**src/rtl/uart_pkg.sv**
```systemverilog
// Shared UART definitions: transmit FSM states, default baud constants and a
// divider helper. Used by the transmitter and the receiver.
package uart_pkg;

  localparam int UART_CLK_HZ = 50_000_000;
  localparam int UART_BAUD   = 115200;

  // Transmit FSM states. ST_PARITY is only reached when parity is compiled in.
  typedef enum logic [2:0] {
    ST_IDLE   = 3'd0,
    ST_START  = 3'd1,
    ST_DATA   = 3'd2,
    ST_PARITY = 3'd3,
    ST_STOP   = 3'd4
  } uart_tx_state_t;

  // System clocks per bit, rounded to the nearest integer.
  function automatic int uart_div(input int clk_hz, input int baud);
    return (clk_hz + baud / 2) / baud;
  endfunction

endpackage

```
**src/rtl/uart_baud_gen.sv**
```systemverilog
// Bit-period divider shared by the UART transmitter and receiver.
// Counts 0..CLK_DIV-1 while enabled; tick marks the last clock of a bit.
module uart_baud_gen
  import uart_pkg::*;
#(
  parameter int CLK_DIV = 434
) (
  input  logic clk,
  input  logic rst_n,
  input  logic en,
  input  logic clr,
  output logic tick
);

  localparam int CNT_W = (CLK_DIV > 1) ? $clog2(CLK_DIV) : 1;
  localparam logic [CNT_W-1:0] LAST = CNT_W'(CLK_DIV - 1);

  logic [CNT_W-1:0] cnt;

  // Divider counter: clr restarts a bit period, otherwise wrap at LAST.
  // NOTE: sequential state is always assigned with <= so every flop samples
  // the pre-edge values of its neighbours.
  always_ff @(posedge clk or negedge rst_n) begin
    if (!rst_n) begin
      cnt <= '0;
    end else if (clr) begin
      cnt <= '0;
    end else if (en) begin
      cnt <= (cnt == LAST) ? '0 : cnt + 1'b1;
    end
  end

  assign tick = en && (cnt == LAST);

endmodule

```
**src/rtl/uart_tx_frame.sv**
```systemverilog
// UART transmit engine: valid/ready word input, LSB-first serial frame
// (start, DATA_W data bits, optional parity, STOP_BITS stop bits) on ttl_tx_o.
// Optional feature macro: UART_TX_PARITY_EN adds a parity bit after the data;
// PARITY_ODD selects odd (1) or even (0) parity.
module uart_tx_frame
  import uart_pkg::*;
#(
  parameter int CLK_DIV    = uart_div(UART_CLK_HZ, UART_BAUD),
  parameter int DATA_W     = 8,
  parameter int STOP_BITS  = 1,
  parameter int PARITY_ODD = 0
) (
  input  logic              clk,
  input  logic              rst_n,
  input  logic [DATA_W-1:0] tx_data,
  input  logic              tx_valid,
  output logic              tx_ready,
  output logic              tx_busy,
  output logic              tx_done,
  output logic              ttl_tx_o
);

  localparam int BIT_W = $clog2(DATA_W + 1);
  localparam logic [BIT_W-1:0] LAST_DATA = BIT_W'(DATA_W - 1);
  localparam logic [BIT_W-1:0] LAST_STOP = BIT_W'(STOP_BITS - 1);

  uart_tx_state_t    state;
  logic [DATA_W-1:0] shift;
  logic [BIT_W-1:0]  bit_cnt;
  logic              tick;
  logic              accept;
  logic              frame_end;

`ifdef UART_TX_PARITY_EN
  // Running XOR of the bits already driven, seeded with the parity sense.
  logic              par;
  localparam logic PAR_SEED = (PARITY_ODD != 0);
`else
  logic              unused_parity_odd;
  assign unused_parity_odd = (PARITY_ODD != 0);
`endif

  uart_baud_gen #(
    .CLK_DIV (CLK_DIV)
  ) u_baud_gen (
    .clk   (clk),
    .rst_n (rst_n),
    .en    (state != ST_IDLE),
    .clr   (accept),
    .tick  (tick)
  );

  // The last clock of the final stop bit both ends the frame and reopens the
  // input, so a waiting word starts its start bit on the very next clock.
  assign frame_end = (state == ST_STOP) && tick && (bit_cnt == LAST_STOP);
  assign tx_ready  = (state == ST_IDLE) || frame_end;
  assign accept    = tx_valid && tx_ready;
  assign tx_done   = frame_end;
  assign tx_busy   = (state != ST_IDLE);

  // Frame sequencer: loads a word on acceptance and steps one bit per tick,
  // registering the line value for the bit that starts at that edge.
  // NOTE: the shift register is reset with the rest of the datapath; it is a
  // handful of flops, not a memory, and a known value keeps the line clean.
  always_ff @(posedge clk or negedge rst_n) begin
    if (!rst_n) begin
      state    <= ST_IDLE;
      ttl_tx_o <= 1'b1;
      shift    <= '0;
      bit_cnt  <= '0;
`ifdef UART_TX_PARITY_EN
      par      <= 1'b0;
`endif
    end else if (accept) begin
      state    <= ST_START;
      ttl_tx_o <= 1'b0;
      shift    <= tx_data;
      bit_cnt  <= '0;
`ifdef UART_TX_PARITY_EN
      par      <= PAR_SEED;
`endif
    end else if (tick) begin
      case (state)
        ST_START: begin
          state    <= ST_DATA;
          ttl_tx_o <= shift[0];
          shift    <= shift >> 1;
`ifdef UART_TX_PARITY_EN
          par      <= par ^ shift[0];
`endif
        end
        ST_DATA: begin
          if (bit_cnt == LAST_DATA) begin
            bit_cnt  <= '0;
`ifdef UART_TX_PARITY_EN
            state    <= ST_PARITY;
            ttl_tx_o <= par;
`else
            state    <= ST_STOP;
            ttl_tx_o <= 1'b1;
`endif
          end else begin
            bit_cnt  <= bit_cnt + 1'b1;
            ttl_tx_o <= shift[0];
            shift    <= shift >> 1;
`ifdef UART_TX_PARITY_EN
            par      <= par ^ shift[0];
`endif
          end
        end
`ifdef UART_TX_PARITY_EN
        ST_PARITY: begin
          state    <= ST_STOP;
          ttl_tx_o <= 1'b1;
          bit_cnt  <= '0;
        end
`endif
        ST_STOP: begin
          if (bit_cnt == LAST_STOP) begin
            state <= ST_IDLE;
          end else begin
            bit_cnt <= bit_cnt + 1'b1;
          end
        end
        default: begin
          state    <= ST_IDLE;
          ttl_tx_o <= 1'b1;
        end
      endcase
    end
  end

endmodule

```
**config.mk**
```make
export PLATFORM = sky130hd
export DESIGN_NAME = uart_tx_frame
export DESIGN_NICKNAME = d
export VERILOG_FILES = /design/src/rtl/uart_pkg.sv /design/src/rtl/uart_baud_gen.sv /design/src/rtl/uart_tx_frame.sv
export SDC_FILE = /design/constraint.sdc
export NUM_CORES = 1
export LEC_CHECK = 0
export ABC_CLOCK_PERIOD_IN_PS = 6200
export BUFFER_PORTS_ARGS = -buffer_cell sky130_fd_sc_hd__buf_2
export CAP_MARGIN = 25
export CELL_PAD_IN_SITES_DETAIL_PLACEMENT = 0
export CELL_PAD_IN_SITES_GLOBAL_PLACEMENT = 2
export CORE_MARGIN = 5
export CORE_UTILIZATION = 39
export DETAILED_ROUTE_END_ITERATION = 8
export PLACE_DENSITY_LB_ADDON = 0.1
export REMOVE_ABC_BUFFERS = 1
export SLEW_MARGIN = 30
export SYNTH_ARGS = -nofsm -noshare
export SYNTH_HDL_FRONTEND = slang
export SYNTH_HIERARCHICAL = 1
export SYNTH_SLANG_ARGS = --single-unit
```
**constraint.sdc**
```tcl
create_clock -name clk -period 6.2 [get_ports clk]
set_input_delay 0.93 -clock clk [delete_from_list [all_inputs] [get_ports clk]]
set_output_delay 0.93 -clock clk [all_outputs]
set_load 0.05 [all_outputs]
```
# [Word-level counts from Yosys, hierarchy flattened]
# Cells that the tools add are included.
[classes] add_sub_neg=2 multipliers=0 div=0 n_lt_le_gt_ge=0 n_eq_ne=10 shifts=0 muxes=21 n_bitwise=0 reduce_logical=16
[op_table] op="$mux W9" n=3
[op_table] op="$mux W8" n=3
[op_table] op="$mux W4" n=4
[op_table] op="$pmux W8 S2" n=1
[op_table] op="$mux W3" n=4
[op_table] op="$add A9 B1 Y9 const B" n=1
[op_table] op="$eq A9 B9 Y1 const B" n=1
[op_table] op="$ne A3 B3 Y1 const B" n=3
[op_table] op="$pmux W3 S3" n=1
[op_table] op="$reduce_and A3 Y1" n=3
[op_table] op="$reduce_bool A3 Y1" n=3
[op_table] op="$pmux W4 S2" n=1
[op_table] op="$add A4 B1 Y4 const B" n=1
[op_table] op="$eq A4 B3 Y1 const B" n=1
[op_table] op="$logic_and A1 B1 Y1" n=4
[op_table] op="$logic_not A4 Y1" n=1
[op_table] op="$reduce_bool A2 Y1" n=2
[op_table] op="$eq A3 B1 Y1 const B" n=1
[op_table] op="$eq A3 B2 Y1 const B" n=1
[op_table] op="$eq A3 B3 Y1 const B" n=1
[op_table] op="$logic_not A3 Y1" n=1
[op_table] op="$mux W1" n=3
[op_table] op="$ne A3 B2 Y1 const B" n=1
[op_table] op="$pmux W1 S3" n=1
[op_table] op="3 further kinds" n=3
[totals] ff_bits=25 latchBits=0 ramBits=0 rom_bits=0 inputBits=11 wordCells=54 n_memories=0

# [Logic depth before layout (Yosys ltp)]
# Gate-level depths: netlist of the first run.
[depth] depth_word=8 depth_mapped=12

# [By module]
# Netlist of the first run, hierarchy kept.
[modules_own_cells] mod="uart_tx_frame" instances=1 cells_per_inst=87 area_per_inst_um2=877.1 seq_area_each_um2=401.6
[modules_own_cells] mod="uart_baud_gen" instances=1 cells_per_inst=55 area_per_inst_um2=515.5 seq_area_each_um2=225.2

# [Worst setup path before layout of the first run]
# Ideal clock, no wire load.
[synth_path] path_kind="flip-flop to output port" start="register state[0]" end="output port tx_ready" arrival_ns=2.813 required_ns=5.270 slack_ns=2.457 path_stages_with_launch=7 n_path_buf=1 cell_sequence="dfrtp_1 > clkbuf_1 > or3_1 > inv_1 > nor2_1 > nand4bb_1 > o21ai_0"
[synth_between] elab_chain_len=5 word_cells_on_any_way=7 cone_classes="1 x eq/ne; 6 x reduce/logical"
[synth_rtl] element="from (decl)" line_no="uart_tx_frame.sv:27" source="uart_tx_state_t state;"
[synth_rtl] element="from (signal assigned)" line_no="uart_tx_frame.sv:67" source="state <= ST_IDLE;"
[synth_rtl] element="from (signal assigned)" line_no="uart_tx_frame.sv:75" source="state <= ST_START;"
[synth_rtl] element="from (signal assigned)" line_no="uart_tx_frame.sv:85" source="state <= ST_DATA;"
[synth_rtl] element="$reduce_bool A3 Y1"
[synth_rtl] element="named net tx_busy" line_no="uart_tx_frame.sv:18" source="output logic tx_busy,"
[synth_rtl] element="$logic_and A1 B1 Y1" line_no="uart_baud_gen.sv:33" source="assign tick = en && (cnt == LAST);"
[synth_rtl] element="named net tick" line_no="uart_tx_frame.sv:30" source="logic tick;"
[synth_rtl] element="$logic_and A1 B1 Y1 (2 in a row)" line_no="uart_tx_frame.sv:55" source="assign frame_end = (state == ST_STOP) && tick && (bit_cnt == LAST_STOP);"
[synth_rtl] element="$logic_or A1 B1 Y1" line_no="uart_tx_frame.sv:56" source="assign tx_ready = (state == ST_IDLE) || frame_end;"
[synth_rtl] element="to (decl)" line_no="uart_tx_frame.sv:17" source="output logic tx_ready,"
# The timed path passes the listed nets, and every way through them passes these cells.

# [Worst setup path after layout of the first run]
[layout_path] start="register state[1]" end="output port tx_ready"
[layout_between] elab_chain_len=5 word_cells_on_any_way=7 cone_classes="1 x eq/ne; 6 x reduce/logical"
[layout_rtl] element="$reduce_bool A3 Y1" line_no="uart_tx_frame.sv:48" source=".en (state != ST_IDLE),"
[layout_rtl] element="$logic_and A1 B1 Y1" line_no="uart_baud_gen.sv:33"
[layout_rtl] element="named net tick" line_no="uart_tx_frame.sv:30"
[layout_rtl] element="$logic_and A1 B1 Y1 (2 in a row)" line_no="uart_tx_frame.sv:55"
[layout_rtl] element="$logic_or A1 B1 Y1" line_no="uart_tx_frame.sv:56"
# The timed path passes the listed nets, and every way through them passes these cells.

==> reports/qor.csv, run 1 <==
metric,value,unit
initial_core_util,41.1,%
die_area,0.00487,mm^2
clk_pin_slew,0.15,ns
hold_path.class,flop to flop,
power_density,175,mW/mm^2
crit_path_start,state[1],
dpl.hpwl,2.08,mm
syn_inst,142,
r2r-start,state[1],
arrival,2.44,ns
htree_num_levels,1,
fin_crit,3.37,ns
finalNonFillerCells,201,
postCtsHoldBufs,0,
hp-start,shift[2],
ys_types,40,
synth_area,0.00139,mm^2
cts_setup_buffers,0,
finalMaxSlewViolations,0,
synth_ff_type,dfrtp_1,
wl_per_cell,14.0,um
nNetsFinal,171,
grtUsageTotal,12.4,%
root_buffer,clkbuf_4,
finalHoldViolations,0,
io_buffer_count,14,
postLayoutSetupSlackWorst,2.83,ns
via_count,1041,
status,finished clean,
antenna_found_initial,0,
firstDrtPassIters,4,
max_cap_viol_count,0,
overflow,0,
rows,21,
ios,15,
drive_gt1_share,16.1,%
endpoint_kind,primary output,
grt_start_max_net_pins,26,
clockBufferDepth,2,
cp.required,5.27,ns
maxSlewHeadroom,41.1,%
antennaDiodeCount,0,
die_w,69.8,um
tightest_slew,0.881,ns
drtAntennaViolNets,0,
ys_seq_area_share,45.0,%
area_delta_synth_final,9.79,%
grt_pass1_vias,1108,
async_reset_ff_share,100,%
final.setup.tns,0,ns
cts_tree,done,
setup_violations,0,
rsz0062_at_grt,false,
cp-start-kind,flop,
ys_ff_latch,25,
core,0.00339,mm^2
numCtsBuffers,3,
leakagePower,0.000655,uW
crit_fanout,10,
clock_latency,0.33,ns
synth_edf_count,0,
fin_crit_sh,54.3,%
finClkSkew,0.00504,ns
ys_warn_count,6,
syn_area_per_cell,9.81,um^2
drc,0,
die_h,69.8,um
ir_worst_vdd,82.6,uV
drt-total-wl,2.82,mm
cts_resized,0,
r2r_cells,10,
holdPathStages,1,
placedCellCount,197,
gp_congestion,0.766,
first_iter_violations,34,
grt_pass1_wl,5.02,mm
viasPerCell,5.18,
worst-setup-path-type,flop to primary output,
fmax,297,MHz
cts.sinks,25,
place_ws,3.05,ns
-- placed cells by master (no fill, tap or decap), drive strengths merged, types with 2 or more instances in the layout --
master,instances
a211oi,2
a21o,2
a21oi,7
a22o,2
and4bb,2
buf,14
clkbuf,3
dfrtp,24
ha,4
inv,9
mux2i,7
nand2,9
nand3,3
nand4,2
nand4bb,2
nor2,19
nor3,5
nor3b,2
nor4b,3
o21a,2
o21ai,8
o21bai,2
xnor2,7
-- worst paths after layout --
path / endpoint / slack, ns
max: tx_ready / 2.83
min: shift[2] / 0.51
max reg2reg: u_baud_gen/cnt[6] / 3.04
min reg2reg: shift[2] / 0.51
max in group asynchronous: ttl_tx_o / 5.25
min in group asynchronous: shift[0] / 0.57
-- where the power goes --
group / leakage, uW / switching [uW] / internal [uW]
registers: 0.000296 / 3.08 / 167
logic: 0.000341 / 8.98 / 6.82
clock network: 0.0000183 / 54.7 / 26.3
total: 0.000655 / 66.8 / 201
-- layer usage --
metal	wire [um]	GRT usage [%]	vias to the layer above	part of all wire [%]
met5	0	0	-	0
met4	20	4.47	0	0.71
met3	52	1.88	2	1.8
met2	1410	22.2	9	50
met1	1340	15.0	501	47
li1	-	-	529	-
-- stage by stage --
step	utilization [%]	hold WS (ns)	total power, uW	cell area (um^2)
after floorplan	-	0.449	181	1370
after global placement	44.2	0.467	190	1500
after detailed placement	44.2	0.474	190	1500
after CTS	45.1	0.509	271	1530
after global routing	45.1	0.533	279	1530
final	45.1	0.507	267	1530
-- registers in the layout, indices dropped and copies added, names as in the netlist --
| name | count |
|---|---|
| ttl_tx_o | 1 |
| shift | 8 |
| state | 3 |
| u_baud_gen/cnt | 9 |
| bit_cnt | 4 |
-- final cells by class --
type | instances | area [um^2]
fill | 331 | 1860
timing repair buffer | 14 | 70.1
inverter | 9 | 38.8
clock buffer | 3 | 22.5
tap | 46 | 57.6
sequential | 25 | 627
multi-input combinational | 103 | 704
clock inverter | 1 | 8.76
-- synth_stat cells, drive strengths merged (2+ instances only) --
library cell	instances	area share, %
a211oi	2	1.1
a21o	2	1.1
a21oi	7	2.5
a22o	2	1.3
and4bb	2	1.8
buf	3	1.1
clkbuf	2	0.54
dfrtp	24	43
ha	4	3.6
inv	8	2.2
mux2i	7	5.0
nand2	9	2.4
nand3	3	1.1
nand4	2	0.90
nand4bb	2	1.6
nor2	19	5.3
nor3	5	1.8
nor3b	2	1.1
nor4b	3	3.0
o21a	2	1.1
o21ai	8	2.9
o21bai	2	1.1
xnor2	7	4.4
-- critical path, cell delays in order (launching register included) --
cell	delay, ns
dfrtp_1	0.53
or3_1	0.29
inv_1	0.10
nor2_1	0.46
nand4bb_1	0.21
o21ai_0	0.22
buf_2	0.30
-- kinds of logic (layout without fill, tap and decap cells) --
logic type,Yosys count,count (layout),synth area share [%]
simple gates,54,54,22.8
flops,25,25,45.0
compound gates,30,30,14.1
xor+xnor,8,8,5.03
buf+inv,14,27,4.40
fa+ha+maj,4,4,3.59
mux,7,7,5.03
Note: power is estimated with default switching activity, not from simulation.
==> inputs of run 2 (changes only) <==
- ABC_CLOCK_PERIOD_IN_PS: 6200 -> 3100
- CORE_UTILIZATION: 39 -> 36
- clock period: 6.2 -> 3.1 ns (I/O delays scaled with it)
==> run 2 against run 1 <==
Against the previous run:
- die area increased by 7.1%
- clock skew fell by 0.00095 ns
- clock-buffer cell count unchanged
- design area increased by 2.4%
- worst hold slack got worse by 0.33 ns
- clock power rose by 140%
- flip-flop and latch count unchanged
- sequential share of layout area down 0.95 points
- critical path type is now flop to flop
- highest routed layer unchanged
==> reports/qor.csv, run 2 (synthesis gave the netlist of run 1 again) <==
metric,value,unit,change
cts_resized,0,,unchanged
root_buffer,clkbuf_8,,
crit_family,simple AND/OR/NAND/NOR gates,,
max_cap_viol_count,0,,unchanged
ios,15,,unchanged
cpPeakStageDelay,0.50,ns,-0.03 ns
r2r-start,state[1],,
grt_pass1_vias,1017,,-8.2%
finalHoldViolations,0,,unchanged
antenna_found_initial,0,,unchanged
rrSetupSlack,0.25,ns,-2.79 ns
ir_worst_vdd,155,uV,+87%
place_ws,0.274,ns,-2.77 ns
power_density,362,mW/mm^2,+110%
endpoint_kind,flop,,
arrival,3.00,ns,+0.56 ns
cp.depth,10,,+4
drc,0,,unchanged
cp.required,3.25,ns,-2.02 ns
fmax,350,MHz,
firstDrtPassIters,4,,unchanged
placedCellCount,201,,+2.0%
cp-endpoint,u_baud_gen/cnt[5],,
layout.cells.most_common,dfrtp_1,,
first_iter_violations,64,,+88%
cp-start-kind,flop,,
clk_pin_slew,0.09,ns,-0.06 ns
die_area,0.00521,mm^2,+7.1%
m1WireLength,1.47,mm,+9.7%
finalMaxSlewViolations,0,,unchanged
gp_congestion,0.871,,+14%
worst-path-buf-inv,2,,unchanged
r2r_cells,10,,unchanged
status,finished clean,,
clockBufferDepth,2,,unchanged
maxSlewHeadroom,61.9,%,+21 points
timing.rr.end,u_baud_gen/cnt[5],,
wl_met3,115,um,+120%
largestRegisters,"u_baud_gen/cnt: 9 flops, shift: 8 flops, bit_cnt: 4 flops",,
fillers,372,,+12%
crit_chain,"or3_1, inv_1, nor2_1, nand4bb_1, a2111o_1, clkinv_4, nor2_2, nor3_1, xnor2_1, nor2_1",,
via_count,1070,,+2.8%
wl_per_cell,13.9,um,-0.84%
hold_path.class,input pin to async pin,,
numCtsBuffers,3,,unchanged
place_area,0.00152,mm^2,+1.2%
setup_violations,0,,unchanged
crit_fanout,14,,+4
largest_reg_flops,9,,unchanged
dr_wl_met2,1.25,mm,-12%
clock_latency,0.27,ns,-0.06 ns
finalNonFillerCells,205,,+2.0%
drive_gt1_share,17.8,%,+1.7 points
initial_core_util,37.5,%,-3.6 points
rsz0062_at_grt,false,,
grt_pass1_wl,4.81,mm,-4.1%
cts_setup_buffers,0,,unchanged
worst-setup-path-type,flop to flop,,
worst_path_most_repeated_cell,nor2_1,,
rows,22,,+4.8%
viasPerCell,5.22,,+0.78%
area_delta_synth_final,12.4,%,
die_h,72.2,um,+3.5%
io_buffer_count,14,,unchanged
largest_register,u_baud_gen/cnt,,
nNetsFinal,173,,+1.2%
top_layer,met4,,
core,0.00372,mm^2,+9.6%
overflow,0,,unchanged
finClkSkew,0.00409,ns,-0.000950 ns
htree_num_levels,1,,unchanged
antennaDiodeCount,0,,unchanged
slowest_stage,or3_1,,
cts.sinks,25,,unchanged
fin_crit,2.85,ns,
postCtsHoldBufs,0,,unchanged
most-common-layout-cells,"24 x dfrtp_1, 18 x nor2_1, 14 x buf_2",,
die_w,72.2,um,+3.5%
dpl.hpwl,2.12,mm,+1.8%
drt-total-wl,2.85,mm,+1.1%
crit_path_start,state[1],,
grtUsageTotal,11.6,%,-0.85 points
cts_tree,done,,
drtAntennaViolNets,0,,unchanged
whs,0.181,ns,-0.326 ns
fin_area,0.00157,mm^2,+2.4%
postLayoutSetupSlackWorst,0.245,ns,-2.59 ns
tightest_slew,0.571,ns,-0.311 ns
final_util,42.1,%,-3.0 points
fin_crit_sh,92.1,%,
grt_start_max_net_pins,26,,unchanged
leakagePower,0.000678,uW,+3.6%
## run 2: layout make-up
type | instances | area (um^2) | area share [%]
inverter | 9 | 38.8 | 2.48
sequential | 25 | 627 | 40.0
clock inverter | 1 | 5.00 | 0.320
tap | 48 | 60.1 | 3.84
multi-input combinational | 103 | 708 | 45.2
timing repair buffer | 16 | 85.1 | 5.44
clock buffer | 3 | 41.3 | 2.64
## run 2: how the worst min path moves through the flow
stage / from / to / slack [ns]
after floorplan: rst_n / bit_cnt[0] / 0.17
after global placement: shift[2] / shift[2] / 0.47
after detailed placement: shift[2] / shift[2] / 0.47
after CTS: rst_n / u_baud_gen/cnt[5] / 0.20
after global routing: rst_n / u_baud_gen/cnt[6] / 0.23
final: rst_n / u_baud_gen/cnt[5] / 0.18
## run 2: worst register-to-register path: cells and delay by family (launching register included)
family / cells / cell delay, ns
AOI/OAI and AO/OA: 1 / 0.45
buffers and inverters: 2 / 0.33
and+or+nand+nor: 6 / 1.29
DFF: 1 / 0.49
xor gates and xnor gates: 1 / 0.17
## run 2: routing by layer
| layer | vias to the layer above | global-route usage [%] |
|---|---|---|
| met5 | - | 0 |
| met4 | 0 | 3.76 |
| met3 | 2 | 2.63 |
| met2 | 17 | 16.6 |
| met1 | 519 | 17.2 |
| li1 | 532 | - |
## run 2: power by group
part | internal [uW] | total (uW) | leakage, uW | switching (uW)
clock network | 89.8 | 194 | 0.0000255 | 105
registers | 334 | 341 | 0.000296 | 6.13
logic | 13.6 | 31.4 | 0.000357 | 17.7
## run 2: metrics by stage
step | power [uW] | TNS (ns)
global route | 592 | 0
detailed placement | 380 | 0
global placement | 379 | 0
finish | 566 | 0
floorplan | 362 | -0.105
CTS | 576 | 0
==> inputs of run 3 (changes only) <==
- SETUP_SLACK_MARGIN: default -> 0.4
- SKIP_CTS_REPAIR_TIMING: default -> 1
==> run 3 against run 2 <==
Against the previous run:
- via count grew 0.65%
- utilization grew 0.71 points
- critical path depth grew 2
- highest routed layer unchanged
- clock-buffer cell count is the same
- critical endpoint is now u_baud_gen/cnt[4]
- flip-flop and latch count is the same
- design area grew 1.7%
- largest cell class unchanged
- final cell count grew 1.5%
- die area is the same
- fmax grew 15%
==> reports/qor.csv, run 3 (synthesis gave the netlist of run 1 again) <==
metric,value,unit,change
status,finished clean,,
rrSetupSlack,0.62,ns,+0.38 ns
drive_gt1_share,20.6,%,+2.8 points
dpl.hpwl,2.12,mm,unchanged
worst-setup-path-type,flop to flop,,
clockBufferDepth,2,,unchanged
leakagePower,0.000693,uW,+2.2%
overflow,0,,unchanged
antenna_found_initial,0,,unchanged
finClkSkew,0.00292,ns,-0.00117 ns
final_util,42.8,%,+0.71 points
ir_worst_vdd,155,uV,about the same
clock_latency,0.27,ns,about the same
whs,0.178,ns,-0.00256 ns
clk_pin_slew,0.09,ns,about the same
fmax,403,MHz,+15%
final.setup.tns,0,ns,unchanged
core,0.00372,mm^2,unchanged
hold_path.class,input pin to async pin,,
nNetsFinal,176,,+1.7%
most-common-layout-cells,"24 x dfrtp_1, 17 x nor2_1, 14 x buf_2",,
gp_congestion,0.871,,unchanged
fin_area,0.00159,mm^2,+1.7%
rows,22,,unchanged
worst_path_most_repeated_cell,nor2_2,,
largest_reg_flops,9,,unchanged
slowest_stage,a2111o_2,,
setup_violations,0,,unchanged
grtUsageTotal,11.6,%,unchanged
grt_pass1_wl,4.81,mm,unchanged
largestRegisters,"u_baud_gen/cnt: 9 flops, shift: 8 flops, bit_cnt: 4 flops",,
arrival,2.62,ns,-0.38 ns
rsz0062_at_grt,false,,
grt_start_max_net_pins,26,,unchanged
finalHoldViolations,0,,unchanged
numCtsBuffers,3,,unchanged
cpPeakStageDelay,0.51,ns,about the same
crit_fanout,8,,-6
power_density,357,mW/mm^2,-1.4%
largest_register,u_baud_gen/cnt,,
via_count,1077,,+0.65%
cp-start-kind,flop,,
fin_crit,2.48,ns,-0.375 ns
initial_core_util,37.5,%,unchanged
cts.sinks,25,,unchanged
antennaDiodeCount,0,,unchanged
crit_chain,"inv_1, ha_1, and4b_1, nand2_1, nor2_2, nand4bb_1, a2111o_2, clkinv_4, nor2_2, nor3b_1, xnor2_1, nor2_1",,
die_h,72.2,um,unchanged
drc,0,,unchanged
tightest_slew,0.579,ns,+0.00879 ns
drtAntennaViolNets,0,,unchanged
fin_crit_sh,80.0,%,-12 points
ios,15,,unchanged
area_delta_synth_final,14.3,%,
maxSlewHeadroom,61.4,%,-0.59 points
io_buffer_count,14,,unchanged
wl_per_cell,13.7,um,-1.3%
die_area,0.00521,mm^2,unchanged
first_iter_violations,79,,+23%
cts_tree,done,,
place_area,0.00152,mm^2,unchanged
firstDrtPassIters,4,,unchanged
root_buffer,clkbuf_8,,
finalMaxSlewViolations,0,,unchanged
drt-total-wl,2.86,mm,+0.14%
grt_pass1_vias,1017,,unchanged
endpoint_kind,flop,,
cp.required,3.24,ns,about the same
layout.cells.most_common,dfrtp_1,,
htree_num_levels,1,,unchanged
die_w,72.2,um,unchanged
viasPerCell,5.18,,-0.80%
max_cap_viol_count,0,,unchanged
[run 3: changes by cell type in the layout (fill, tap and decap cells not counted), sizes merged]
cell | before | now
buf | 16 | 19
[run 3: report_power, final]
part	switching (uW)	total, uW	internal, uW
Combinational	17.7	31.3	13.6
Clock	106	196	89.9
Sequential	6.11	341	334
Total	130	568	438
[run 3: cell type report]
cell class | count | area [um^2]
clock buffer | 3 | 41.3
clock inverter | 1 | 5.00
fill | 371 | 2120
inverter | 9 | 38.8
multi-input combinational | 103 | 712
sequential | 25 | 627
tap | 48 | 60.1
timing repair buffer | 19 | 108
[run 3: through the flow]
| stage | total power, uW | std cells | worst slack (ns) |
|---|---|---|---|
| finish | 568 | 208 | 0.620 |
| CTS | 576 | 205 | 0.258 |
| floorplan | 362 | 137 | -0.105 |
| global route | 592 | 208 | 0.411 |
| global placement | 379 | 201 | 0.369 |
| detailed placement | 380 | 201 | 0.274 |
[run 3: critical path, delay by kind of cell (launching register included)]
kind            cells  cell delay, ns
fa+ha+maj           1            0.13
simple gates        7            0.99
compound gates      1            0.51
buf+inv             2            0.16
flops               1            0.42
xor+xnor            1            0.15
[run 3: path summary, 6_finish.rpt]
path | startpoint | to | depth (start not counted)
setup / recovery | u_baud_gen/cnt[1] | u_baud_gen/cnt[4] | 12
hold / removal | rst_n | u_baud_gen/cnt[5] | 1
setup reg to reg | u_baud_gen/cnt[1] | u_baud_gen/cnt[4] | 12
hold reg to reg | shift[2] | shift[2] | 1
max in group asynchronous | rst_n | ttl_tx_o | 1
min in group clk | tx_data[7] | shift[7] | 2
[run 3: layer usage]
metal,wire [um],track usage [%],up-vias
met1,1470,17.2,522
met3,105,2.63,2
met2,1260,16.6,15
met4,24,3.76,0
met5,0,0,-
li1,-,-,538
